### config.mk
export PLATFORM = sky130hd
export DESIGN_NAME = intr_arbiter_ctrl
export DESIGN_NICKNAME = d
export VERILOG_FILES = /design/src/rtl/intr_arbiter_ctrl.sv
export SDC_FILE = /design/constraint.sdc
export NUM_CORES = 1
export LEC_CHECK = 0
export ABC_AREA = 1
export ABC_CLOCK_PERIOD_IN_PS = 1800
export CAP_MARGIN = 25
export CORE_AREA = 2 2 49 51
export CTS_CLUSTER_DIAMETER = 50
export DETAILED_ROUTE_END_ITERATION = 8
export DIE_AREA = 0 0 51 53
export GPL_TIMING_DRIVEN = 0
export PLACE_DENSITY_LB_ADDON = 0.15
export SETUP_SLACK_MARGIN = 0.15
export SLEW_MARGIN = 10
export SYNTH_ARGS = -nofsm -noshare
export SYNTH_HDL_FRONTEND = slang
export SYNTH_SLANG_ARGS = --single-unit
### constraint.sdc
create_clock -name clk -period 1.8 [get_ports clk]
set_input_delay 0.27 -clock clk [delete_from_list [all_inputs] [get_ports clk]]
set_output_delay 0.27 -clock clk [all_outputs]
set_load 0.1 [all_outputs]
### src/rtl/intr_arbiter_ctrl.sv
// intr_arbiter_ctrl: masks and arbitrates sticky level interrupts, presents a
// registered irq/id pair to the CPU, pulses a one-hot clear to the serviced
// source on ack, then waits for that source line to drop before re-arming.
// Optional build macro: INTR_RR_PRIO_EN selects round-robin arbitration
// (default build: fixed priority, index 0 highest).
module intr_arbiter_ctrl #(
    parameter  int NUM_SRC      = 4,
    parameter  int CLR_WAIT_MAX = 15,
    localparam int ID_W         = $clog2(NUM_SRC)
) (
    input  logic               clk,
    input  logic               rst_n,
    input  logic [NUM_SRC-1:0] src_intr_i,
    input  logic [NUM_SRC-1:0] src_mask_i,
    output logic               irq_o,
    output logic [ID_W-1:0]    irq_id_o,
    input  logic               irq_ack_i,
    output logic [NUM_SRC-1:0] src_clr_o,
    output logic               clr_err_o,
    input  logic               clr_err_clr_i,
    output logic               busy_o
);

    typedef enum logic [1:0] {
        IDLE      = 2'd0,
        ASSERT    = 2'd1,
        WAIT_DROP = 2'd2
    } state_e;

    state_e             state_q, state_d;
    logic               irq_q, irq_d;
    logic [ID_W-1:0]    id_q, id_d;
    logic [NUM_SRC-1:0] clr_q, clr_d;
    logic               err_q, err_d;
    logic               busy_q, busy_d;
    logic [7:0]         cnt_q, cnt_d;
    logic [7:0]         cnt_inc;
    logic               err_set;
    logic [NUM_SRC-1:0] req;
    logic               found;
    logic [ID_W-1:0]    win_id;
`ifdef INTR_RR_PRIO_EN
    logic [ID_W-1:0]    last_q, last_d;
`endif

    // Winner selection over the unmasked requests.
    always_comb begin
        req    = src_intr_i & ~src_mask_i;
        found  = 1'b0;
        win_id = '0;
`ifdef INTR_RR_PRIO_EN
        for (int unsigned i = 0; i < NUM_SRC; i++) begin
            int unsigned idx;
            idx = (int'(last_q) + 1 + i) % NUM_SRC;
            if (!found && req[idx]) begin
                found  = 1'b1;
                win_id = ID_W'(idx);
            end
        end
`else
        for (int unsigned i = 0; i < NUM_SRC; i++) begin
            if (!found && req[i]) begin
                found  = 1'b1;
                win_id = ID_W'(i);
            end
        end
`endif
    end

    // Next-state and registered-output computation for the service FSM.
    always_comb begin
        state_d = state_q;
        irq_d   = irq_q;
        id_d    = id_q;
        clr_d   = '0;
        busy_d  = busy_q;
        cnt_d   = cnt_q;
        err_set = 1'b0;
        cnt_inc = (cnt_q == 8'hFF) ? cnt_q : cnt_q + 8'd1;
`ifdef INTR_RR_PRIO_EN
        last_d  = last_q;
`endif
        case (state_q)
            IDLE: begin
                if (found) begin
                    irq_d   = 1'b1;
                    id_d    = win_id;
                    busy_d  = 1'b1;
                    state_d = ASSERT;
`ifdef INTR_RR_PRIO_EN
                    last_d  = win_id;
`endif
                end
            end
            ASSERT: begin
                if (irq_ack_i) begin
                    irq_d       = 1'b0;
                    clr_d[id_q] = 1'b1;
                    cnt_d       = '0;
                    state_d     = WAIT_DROP;
                end
            end
            WAIT_DROP: begin
                if (!src_intr_i[id_q]) begin
                    busy_d  = 1'b0;
                    state_d = IDLE;
                end else begin
                    cnt_d = cnt_inc;
                    if (cnt_inc == 8'(CLR_WAIT_MAX)) begin
                        err_set = 1'b1;
                        busy_d  = 1'b0;
                        state_d = IDLE;
                    end
                end
            end
            default: begin
                busy_d  = 1'b0;
                state_d = IDLE;
            end
        endcase
        // A new failure outranks a software clear in the same cycle.
        if (err_set) begin
            err_d = 1'b1;
        end else if (clr_err_clr_i) begin
            err_d = 1'b0;
        end else begin
            err_d = err_q;
        end
    end

    // State and output registers with synchronous active-low reset.
    always_ff @(posedge clk) begin
        if (!rst_n) begin
            state_q <= IDLE;
            irq_q   <= 1'b0;
            id_q    <= '0;
            clr_q   <= '0;
            err_q   <= 1'b0;
            busy_q  <= 1'b0;
            cnt_q   <= '0;
`ifdef INTR_RR_PRIO_EN
            last_q  <= ID_W'(NUM_SRC - 1);
`endif
        end else begin
            state_q <= state_d;
            irq_q   <= irq_d;
            id_q    <= id_d;
            clr_q   <= clr_d;
            err_q   <= err_d;
            busy_q  <= busy_d;
            cnt_q   <= cnt_d;
`ifdef INTR_RR_PRIO_EN
            last_q  <= last_d;
`endif
        end
    end

    assign irq_o     = irq_q;
    assign irq_id_o  = id_q;
    assign src_clr_o = clr_q;
    assign clr_err_o = err_q;
    assign busy_o    = busy_q;

endmodule

==> reports/results.txt, run 1 <==
Status -> finished, final reports clean
Final min period -> 1.63 ns
Tcrit/Tclk final -> 0.908
Hold_sp -> clr_err_o$_SDFFE_PN0P_
WL/cell -> 11.7 um
Share of cells above drive strength 1 -> 0.302
Setup TNS Final -> 0 ns
Final wirelength -> 2550 um
Core Util, Final -> 0.677
Worst slack, placed -> -0.0742 ns
Root buf cell -> clkbuf_4
Total CTS buffers -> 3
Buffers added on ports -> 20
Maximum clock frequency -> 612 MHz
Hold Path End -> clr_err_o$_SDFFE_PN0P_
Yosys warnings -> 0
CTS tree -> yes
Final setup violation count -> 0
Netlist cell types -> 26
HPWL Detailed -> 1870 um
Max-slew violations -> 0
Max-Cap Viols -> 0
R2R setup slack -> 0.17 ns
Leak Pwr -> 0.589 nW
Register area -> 400 um^2
# fillers -> 193
DRC -> 0
RR Startpoint -> cnt_q[1]$_SDFFE_PN0P_
Clock buffer depth -> 2
Final hold violations -> 0
Reg-to-Reg End -> busy_o$_SDFFE_PN0P_
Ant diodes -> 0
Via count -> 1100
CP required -> 1.97 ns
Clk_lat worst skew -> 0.29 ns
WP data arrival -> 1.81 ns
CP Launch Type -> flip-flop
DIE WIDTH -> 51 um
DR vias/cell -> 5.07
First-pass GRT wire length -> 3920 um
Clk pin slew, worst setup/hold paths -> 0.10 ns
CP Max Fanout -> 4
H-tree levels -> 1
Largest net degree at the start of global routing -> 11
Slew @ Worst Pin -> 0.555 ns
Vias in the first global route -> 968
Die area -> 2700 um^2
DR pass1 iterations -> 4
Post-layout instance count excluding filler cells -> 217
Total power -> 896 uW
Slew headroom -> 0.631
Hold path cells -> 2
Mapped Avg Cell Area -> 6.59 um^2
PwrDens -> 616 nW/um^2
Nets -> 203
All-Layer GR Usage -> 0.193
Grt ovf -> 0
Multi-input logic area -> 652 um^2
Worst IR drop on VDD -> 0.771 mV
I/O Pins -> 21
Initial drt markers -> 25
Post-DRT Antenna Nets -> 0
Seq cells post-synth -> 19
Final setup margin -> 0.166 ns
Mapped Area -> 1050 um^2
DIE HEIGHT -> 53 um
Initial antenna violation count -> 0
R2R cell count -> 12
Cells after Synth -> 160
Area grow syn2layout -> 37.8%
Starting Density -> 0.491
RSZ-0062 raised after global routing -> no
Core area -> 2150 um^2
Row count -> 17
Worst clock skew -> 0.00220 ns
Gpl congestion -> 0.839
Crit path kind -> flip-flop to flip-flop
Mapped Nets -> 173
Seq/Total Area, Yosys -> 0.361
Crit path capture type -> flip-flop
Hold Crit Class -> flip-flop to flip-flop
Clk sinks -> 19
Dpl cells -> 208
[registers in the layout (all words and copies together), names as in the netlist]
name	cells
state_q	2
clr_err_o	1
cnt_q	8
src_clr_o	4
irq_id_o	2
irq_o	1
busy_o	1
[stage by stage]
step,hold slack [ns],instance area (um^2)
6_report,0.471,1450
5_1_grt,0.498,1450
4_1_cts,0.471,1350
3_5_place_dp,0.458,1300
3_3_place_gp,0.453,1300
2_1_floorplan,0.398,1060
[per-layer routing]
metal,GRT usage,up-vias,part of all wire
li1,-,563,-
met1,0.231,507,0.45
met2,0.338,28,0.50
met3,0.0537,2,0.045
met4,0.0495,0,0.0031
met5,0,-,0
[placed cells by master (no fill, tap or decap), types with 2 or more instances in the layout]
cell,instances
a21oi_1,15
buf_4,5
clkbuf_1,2
clkbuf_4,3
clkdlybuf4s15_2,8
clkdlybuf4s50_1,11
dfxtp_1,11
dfxtp_2,4
dfxtp_4,4
inv_1,20
inv_2,2
nand2_1,41
nand2_2,10
nand3_1,7
nand3_2,5
nor2_1,14
nor2_2,2
nor2_4,4
nor3_1,2
o21ai_0,4
o21ai_1,2
[logic make-up (layout without fill, tap and decap cells)]
family	Yosys count	after routing	synth area share
and+or+nand+nor	91	91	0.412
DFF	19	19	0.361
adders and majority gates	1	1	0.0119
AOI/OAI and AO/OA	25	25	0.127
buffers and inverters	24	53	0.0890
[synthesized netlist by cell type]
master	n	area share
nand2_1	47	0.17
inv_1	21	0.075
dfxtp_1	19	0.36
a21oi_1	15	0.071
nor2_1	15	0.053
nand3_1	10	0.047
o21ai_0	6	0.028
nand2_2	4	0.024
nor2_2	4	0.024
nand3_2	2	0.019
nor3_1	2	0.0095
a21oi_2	1	0.0083
buf_4	1	0.0071
clkbuf_1	1	0.0036
ha_1	1	0.012
inv_2	1	0.0036
nand2_4	1	0.011
nand4_1	1	0.0059
nor2_4	1	0.011
nor2_8	1	0.019
nor3_2	1	0.0095
o21ai_1	1	0.0047
o21ai_2	1	0.0083
o22ai_1	1	0.0059
or2_0	1	0.0059
or2_2	1	0.0059
[worst max-delay path by stage]
stage	start	to	cells past startpoint
6_report	cnt_q[1]$_SDFFE_PN0P_	busy_o$_SDFFE_PN0P_	12
5_1_grt	cnt_q[1]$_SDFFE_PN0P_	busy_o$_SDFFE_PN0P_	12
4_1_cts	busy_o$_SDFFE_PN0P_	busy_o	1
3_5_place_dp	src_intr_i[2]	irq_id_o[0]$_SDFFE_PN0P_	9
3_3_place_gp	src_intr_i[2]	irq_id_o[0]$_SDFFE_PN0P_	9
2_1_floorplan	cnt_q[0]$_SDFFE_PN0P_	busy_o$_SDFFE_PN0P_	12
[power breakdown]
| part | switching, mW | total [mW] | internal, mW |
|---|---|---|---|
| clock | 0.126 | 0.212 | 0.0863 |
| sequential | 0.0173 | 0.453 | 0.436 |
| combinational | 0.162 | 0.231 | 0.0682 |
| total | 0.305 | 0.896 | 0.590 |
[timing repair]
item                                    in CTS  in global routing
pin swaps                                    1                  7
endpoints found under the setup margin      12                  5
setup buffers                                1                  4
gates resized for setup                     31                 25
hold buffers                                 0                  0
[area by class of cell]
cell class / count / share of cell area
buffer: 2 / 0.00775
clock buffer: 4 / 0.0181
inverter: 22 / 0.0568
multi-input combinational: 117 / 0.448
sequential: 19 / 0.275
tap: 28 / 0.0241
timing repair buffer: 25 / 0.170
[critical path, stage by stage, from the launching register on]
cell	delay, ns
dfxtp_4	0.39
ha_4	0.15
inv_2	0.04
nor2_4	0.16
nand3_1	0.14
nand2_2	0.10
nand2_1	0.08
nor2_4	0.12
nand3_2	0.07
nand2_2	0.07
nand3_2	0.06
nand2_2	0.06
a21oi_2	0.05
Power figures use the tool's default switching activity.
==> inputs of run 2 (changes only) <==
ABC_CLOCK_PERIOD_IN_PS = 1380   (was 1800)
CORE_AREA = 2 2 52 54   (was 2 2 49 51)
DIE_AREA = 0 0 54 56   (was 0 0 51 53)
SKIP_LAST_GASP = 1   (was not set)
clock period = 1.38 ns   (was 1.8 ns; I/O delays follow)
==> reports/results.txt, run 2 (synthesis results as in run 1) <==
Status -> finished with violations
Failing checks -> negative setup slack
Commonest non-fill, non-tap cell in the layout -> nand2_1
HPWL Detailed -> 1850 um
Area grow syn2layout -> 56.7%
Core area -> 2430 um^2
Via count -> 1169
Multi-input logic area -> 756 um^2
DR pass1 iterations -> 4
Hold_buf cts -> 0
First-pass GRT wire length -> 4440 um
CTS tree -> yes
Final wirelength -> 2910 um
Maximum clock frequency -> 643 MHz
Clock buffer depth -> 2
Post-DRT Antenna Nets -> 0
Clk_lat worst skew -> 0.30 ns
CP Launch Type -> flip-flop
# fillers -> 210
I/O Pins -> 21
Initial antenna violation count -> 0
Initial drt markers -> 18
Gpl congestion -> 0.829
Core Util, Final -> 0.680
PwrDens -> 756 nW/um^2
Final setup margin -> -0.175 ns
Area after DPL -> 1320 um^2
Tcrit/Tclk final -> 1.13
RR Startpoint -> cnt_q[0]$_SDFFE_PN0P_
Vias in the first global route -> 1059
Crit path capture type -> flip-flop
Crit path kind -> flip-flop to flip-flop
Worst clock skew -> 0.00507 ns
Post-layout instance count excluding filler cells -> 230
Worst IR drop on VDD -> 0.623 mV
Buffers added on ports -> 20
Clk pin slew, worst setup/hold paths -> 0.11 ns
Grt ovf -> 0
Max reg flops -> 8
DIE HEIGHT -> 56 um
Nets -> 214
Min Hold Slack -> 0.476 ns
CP Max Fanout -> 5
Number of buffers and inverters on the critical path -> 2
Clk sinks -> 19
Top reg by flops -> cnt_q
Root buf cell -> clkbuf_4
Hold_sp -> clr_err_o$_SDFFE_PN0P_
Row count -> 18
Ant diodes -> 0
Final hold violations -> 0
Setup TNS Final -> -0.683 ns
Final min period -> 1.56 ns
All-Layer GR Usage -> 0.197
DIE WIDTH -> 54 um
Max-slew violations -> 0
Cell Chain, Critical Path -> ha_4 > inv_2 > nor2_4 > nand2_4 > buf_12 > nand3_2 > nor2_4 > nand3_2 > nand2_2 > nand3_2 > nand2_2 > a21oi_2
Total CTS buffers -> 3
Hold Crit Class -> flip-flop to flip-flop
Most common cell on crit path -> nand3_2
Max-Cap Viols -> 0
Leak Pwr -> 0.715 nW
Critical-path top delay cell -> dfxtp_4
Dpl cells -> 210
RSZ-0062 raised after global routing -> yes
DRC -> 0
Slew @ Worst Pin -> 0.275 ns
Worst path top cell family by delay -> simple AND/OR/NAND/NOR gates
CP required -> 1.58 ns
Most frequent cells in the layout -> 35 x nand2_1, 19 x buf_4, 16 x inv_1
CP peak stage delay -> 0.37 ns
Fin area -> 1650 um^2
H-tree levels -> 1
WP data arrival -> 1.75 ns
Slew headroom -> 0.816
Final setup violation count -> 11
DR vias/cell -> 5.08
Share of cells above drive strength 1 -> 0.460
CP startpoint -> cnt_q[0]$_SDFFE_PN0P_
Largest net degree at the start of global routing -> 11
Register area -> 404 um^2
Starting Density -> 0.434
WL/cell -> 12.7 um
Die area -> 3020 um^2
## run 2: cell types whose count changed in the layout (fill, tap and decap cells not counted), moves of 3 or more
cell and delta:
inv_2 +3, nand2_2 +4, inv_1 -4, buf_4 +14
clkdlybuf4s15_2 -8, o21ai_2 +3, buf_6 +5, nand2_1 -6
a21oi_2 +4, a21oi_1 -4
## run 2: area by class of cell
cell class | count | share of cell area
plain buffers | 2 | 0.00984
clock buffers | 4 | 0.0159
inverters | 22 | 0.0515
multi-input cells | 117 | 0.457
flip-flops and latches | 19 | 0.245
well taps | 30 | 0.0227
repair buffers | 36 | 0.198
## run 2: power breakdown
part	internal [mW]	switching, mW	leakage (nW)
clock network	0.113	0.171	0.0150
registers	0.567	0.0241	0.160
logic	0.131	0.243	0.540
total	0.811	0.438	0.715
## run 2: repair_timing
action	CTS	global route
endpoints found under the setup margin	24	20
buffers inserted	10	5
pin swaps	14	23
hold endpoints to repair	0	0
gates cloned	1	0
gates resized for setup	76	46
## run 2: routing by layer
metal / GRT usage / wire (um) / part of all wire / up-vias
met4: 0.0964 / 58 / 0.020 / 0
met5: 0 / 0 / 0 / -
met1: 0.220 / 1160 / 0.40 / 548
met3: 0.0161 / 94 / 0.032 / 5
li1: - / - / - / 591
met2: 0.357 / 1600 / 0.55 / 25
## run 2: final timing paths
path,slack [ns],to,cells past startpoint
worst min register to register,0.48,clr_err_o$_SDFFE_PN0P_,2
worst max register to register,-0.18,busy_o$_SDFFE_PN0P_,12
worst min-delay path,0.48,clr_err_o$_SDFFE_PN0P_,2
worst max-delay path,-0.18,busy_o$_SDFFE_PN0P_,12
## run 2: worst reg2reg max path, delay by kind of cell (launching register included)
family          cells  cell delay [ns]
compound gates      1             0.04
fa+ha+maj           1             0.17
buf+inv             2             0.19
simple gates        8             0.68
flops               1             0.37
## run 2: stage by stage
stage	total power [mW]	setup slack [ns]
floorplan	0.821	-0.138
global placement	0.908	-0.376
detailed placement	0.911	-0.365
CTS	1.21	-0.180
global route	1.30	-0.249
finish	1.25	-0.175
==> inputs of run 3 (changes only) <==
RECOVER_POWER = 25   (was not set)
==> reports/results.txt, run 3 (synthesis results as in run 1) <==
CTS tree -> yes
Hold_buf cts -> 0
Die area -> 3020 um^2
Post-DRT Antenna Nets -> 0
Clock Power Share -> 0.227
Worst slack, placed -> -0.365 ns
Row count -> 18
Crit path capture type -> flip-flop
Starting Density -> 0.434
Min Hold Slack -> 0.476 ns
Final wirelength -> 2920 um
DIE HEIGHT -> 56 um
Buffers added on ports -> 20
Total CTS buffers -> 3
Clk_lat worst skew -> 0.30 ns
Ant diodes -> 0
Slew headroom -> 0.641
Share of cells above drive strength 1 -> 0.455
WP data arrival -> 1.75 ns
DIE WIDTH -> 54 um
Final hold violations -> 0
Final setup violation count -> 11
H-tree levels -> 1
Crit path kind -> flip-flop to flip-flop
First-pass GRT wire length -> 4440 um
Critical-path top delay cell -> dfxtp_4
CP Max Fanout -> 5
RSZ-0062 raised after global routing -> yes
Root buf cell -> clkbuf_4
Nets -> 214
DRC -> 0
DR pass1 iterations -> 4
CP peak stage delay -> 0.37 ns
Register area -> 404 um^2
Reg power frac -> 0.474
Max-slew violations -> 0
Cell Chain, Critical Path -> ha_4 > inv_2 > nor2_4 > nand2_4 > buf_12 > nand3_2 > nor2_4 > nand3_2 > nand2_2 > nand3_2 > nand2_2 > a21oi_2
Final min period -> 1.56 ns
Failing checks -> negative setup slack
Combinational share of power -> 0.299
Maximum clock frequency -> 643 MHz
Status -> finished with violations
Number of buffers and inverters on the critical path -> 2
Sw power -> 437 uW
Hold Crit Class -> flip-flop to flip-flop
Max-Cap Viols -> 0
Initial drt markers -> 18
Most common cell on crit path -> nand3_2
# fillers -> 212
Multi-input logic area -> 756 um^2
Worst clock skew -> 0.00528 ns
Grt ovf -> 0
CP required -> 1.58 ns
Total power -> 1.25 mW
Worst path top cell family by delay -> simple AND/OR/NAND/NOR gates
DR vias/cell -> 5.04
Final setup margin -> -0.176 ns
Worst IR drop on VDD -> 0.623 mV
Core area -> 2430 um^2
Largest net degree at the start of global routing -> 11
All-Layer GR Usage -> 0.197
Max reg flops -> 8
HPWL Detailed -> 1850 um
Leak Pwr -> 0.714 nW
Slew @ Worst Pin -> 0.541 ns
I/O Pins -> 21
Vias in the first global route -> 1059
CP Launch Type -> flip-flop
Tcrit/Tclk final -> 1.13
Clk pin slew, worst setup/hold paths -> 0.11 ns
Internal power -> 811 uW
Top reg by flops -> cnt_q
PwrDens -> 757 nW/um^2
Switching Share -> 0.350
WL/cell -> 12.7 um
Most frequent cells in the layout -> 35 x nand2_1, 17 x inv_1, 17 x buf_4
Initial antenna violation count -> 0
Commonest non-fill, non-tap cell in the layout -> nand2_1
Area grow syn2layout -> 56.2%
Clk sinks -> 19
Clock buffer depth -> 2
Via count -> 1160
Setup TNS Final -> -0.690 ns
Gpl congestion -> 0.829
## run 3: worst paths after layout
kind                          startpoint                     end  slack (ns)  cells after the start
setup / recovery   cnt_q[0]$_SDFFE_PN0P_     busy_o$_SDFFE_PN0P_       -0.18                     12
setup reg to reg   cnt_q[0]$_SDFFE_PN0P_     busy_o$_SDFFE_PN0P_       -0.18                     12
hold / removal    clr_err_o$_SDFFE_PN0P_  clr_err_o$_SDFFE_PN0P_        0.48                      2
hold reg to reg   clr_err_o$_SDFFE_PN0P_  clr_err_o$_SDFFE_PN0P_        0.48                      2
## run 3: timing repair
action | in CTS | in global routing
endpoints found under the setup margin | 24 | 20
gates resized for setup | 76 | 46
cloned | 1 | 0
pin swaps | 14 | 23
setup buffers | 10 | 5
## run 3: layout make-up
type	count	area share
multi-input cells	117	0.459
well taps	30	0.0228
repair buffers	36	0.196
clock buffers	4	0.0159
plain buffers	2	0.00987
flip-flops and latches	19	0.245
inverters	22	0.0516
## run 3: metal layers
metal / vias to the layer above / part of all wire / track usage
li1: 590 / - / -
met1: 542 / 0.40 / 0.220
met2: 23 / 0.55 / 0.357
met3: 5 / 0.032 / 0.0161
met4: 0 / 0.020 / 0.0964
met5: - / 0 / 0
## run 3: worst reg2reg max path: stages (launching register included)
cell and delay, ns:
dfxtp_4 0.37, ha_4 0.17, inv_2 0.06, nor2_4 0.05
nand2_4 0.12, buf_12 0.13, nand3_2 0.11, nor2_4 0.12
nand3_2 0.08, nand2_2 0.08, nand3_2 0.06, nand2_2 0.06
a21oi_2 0.04
## run 3: power groups by stage
| stage | registers [mW] | logic, mW | clock network (mW) |
|---|---|---|---|
| 6_report | 0.592 | 0.373 | 0.283 |
| 5_1_grt | 0.596 | 0.396 | 0.307 |
| 4_1_cts | 0.591 | 0.331 | 0.289 |
| 3_5_place_dp | 0.609 | 0.302 | 0 |
| 3_3_place_gp | 0.608 | 0.299 | 0 |
| 2_1_floorplan | 0.722 | 0.0991 | 0 |
## run 3: through the flow
stage / cells / util / cell area [um^2]
detailed placement: 210 / 0.542 / 1320
floorplan: 160 / - / 1080
finish: 230 / 0.677 / 1650
global route: 230 / 0.677 / 1650
global placement: 210 / 0.542 / 1320
CTS: 225 / 0.600 / 1460
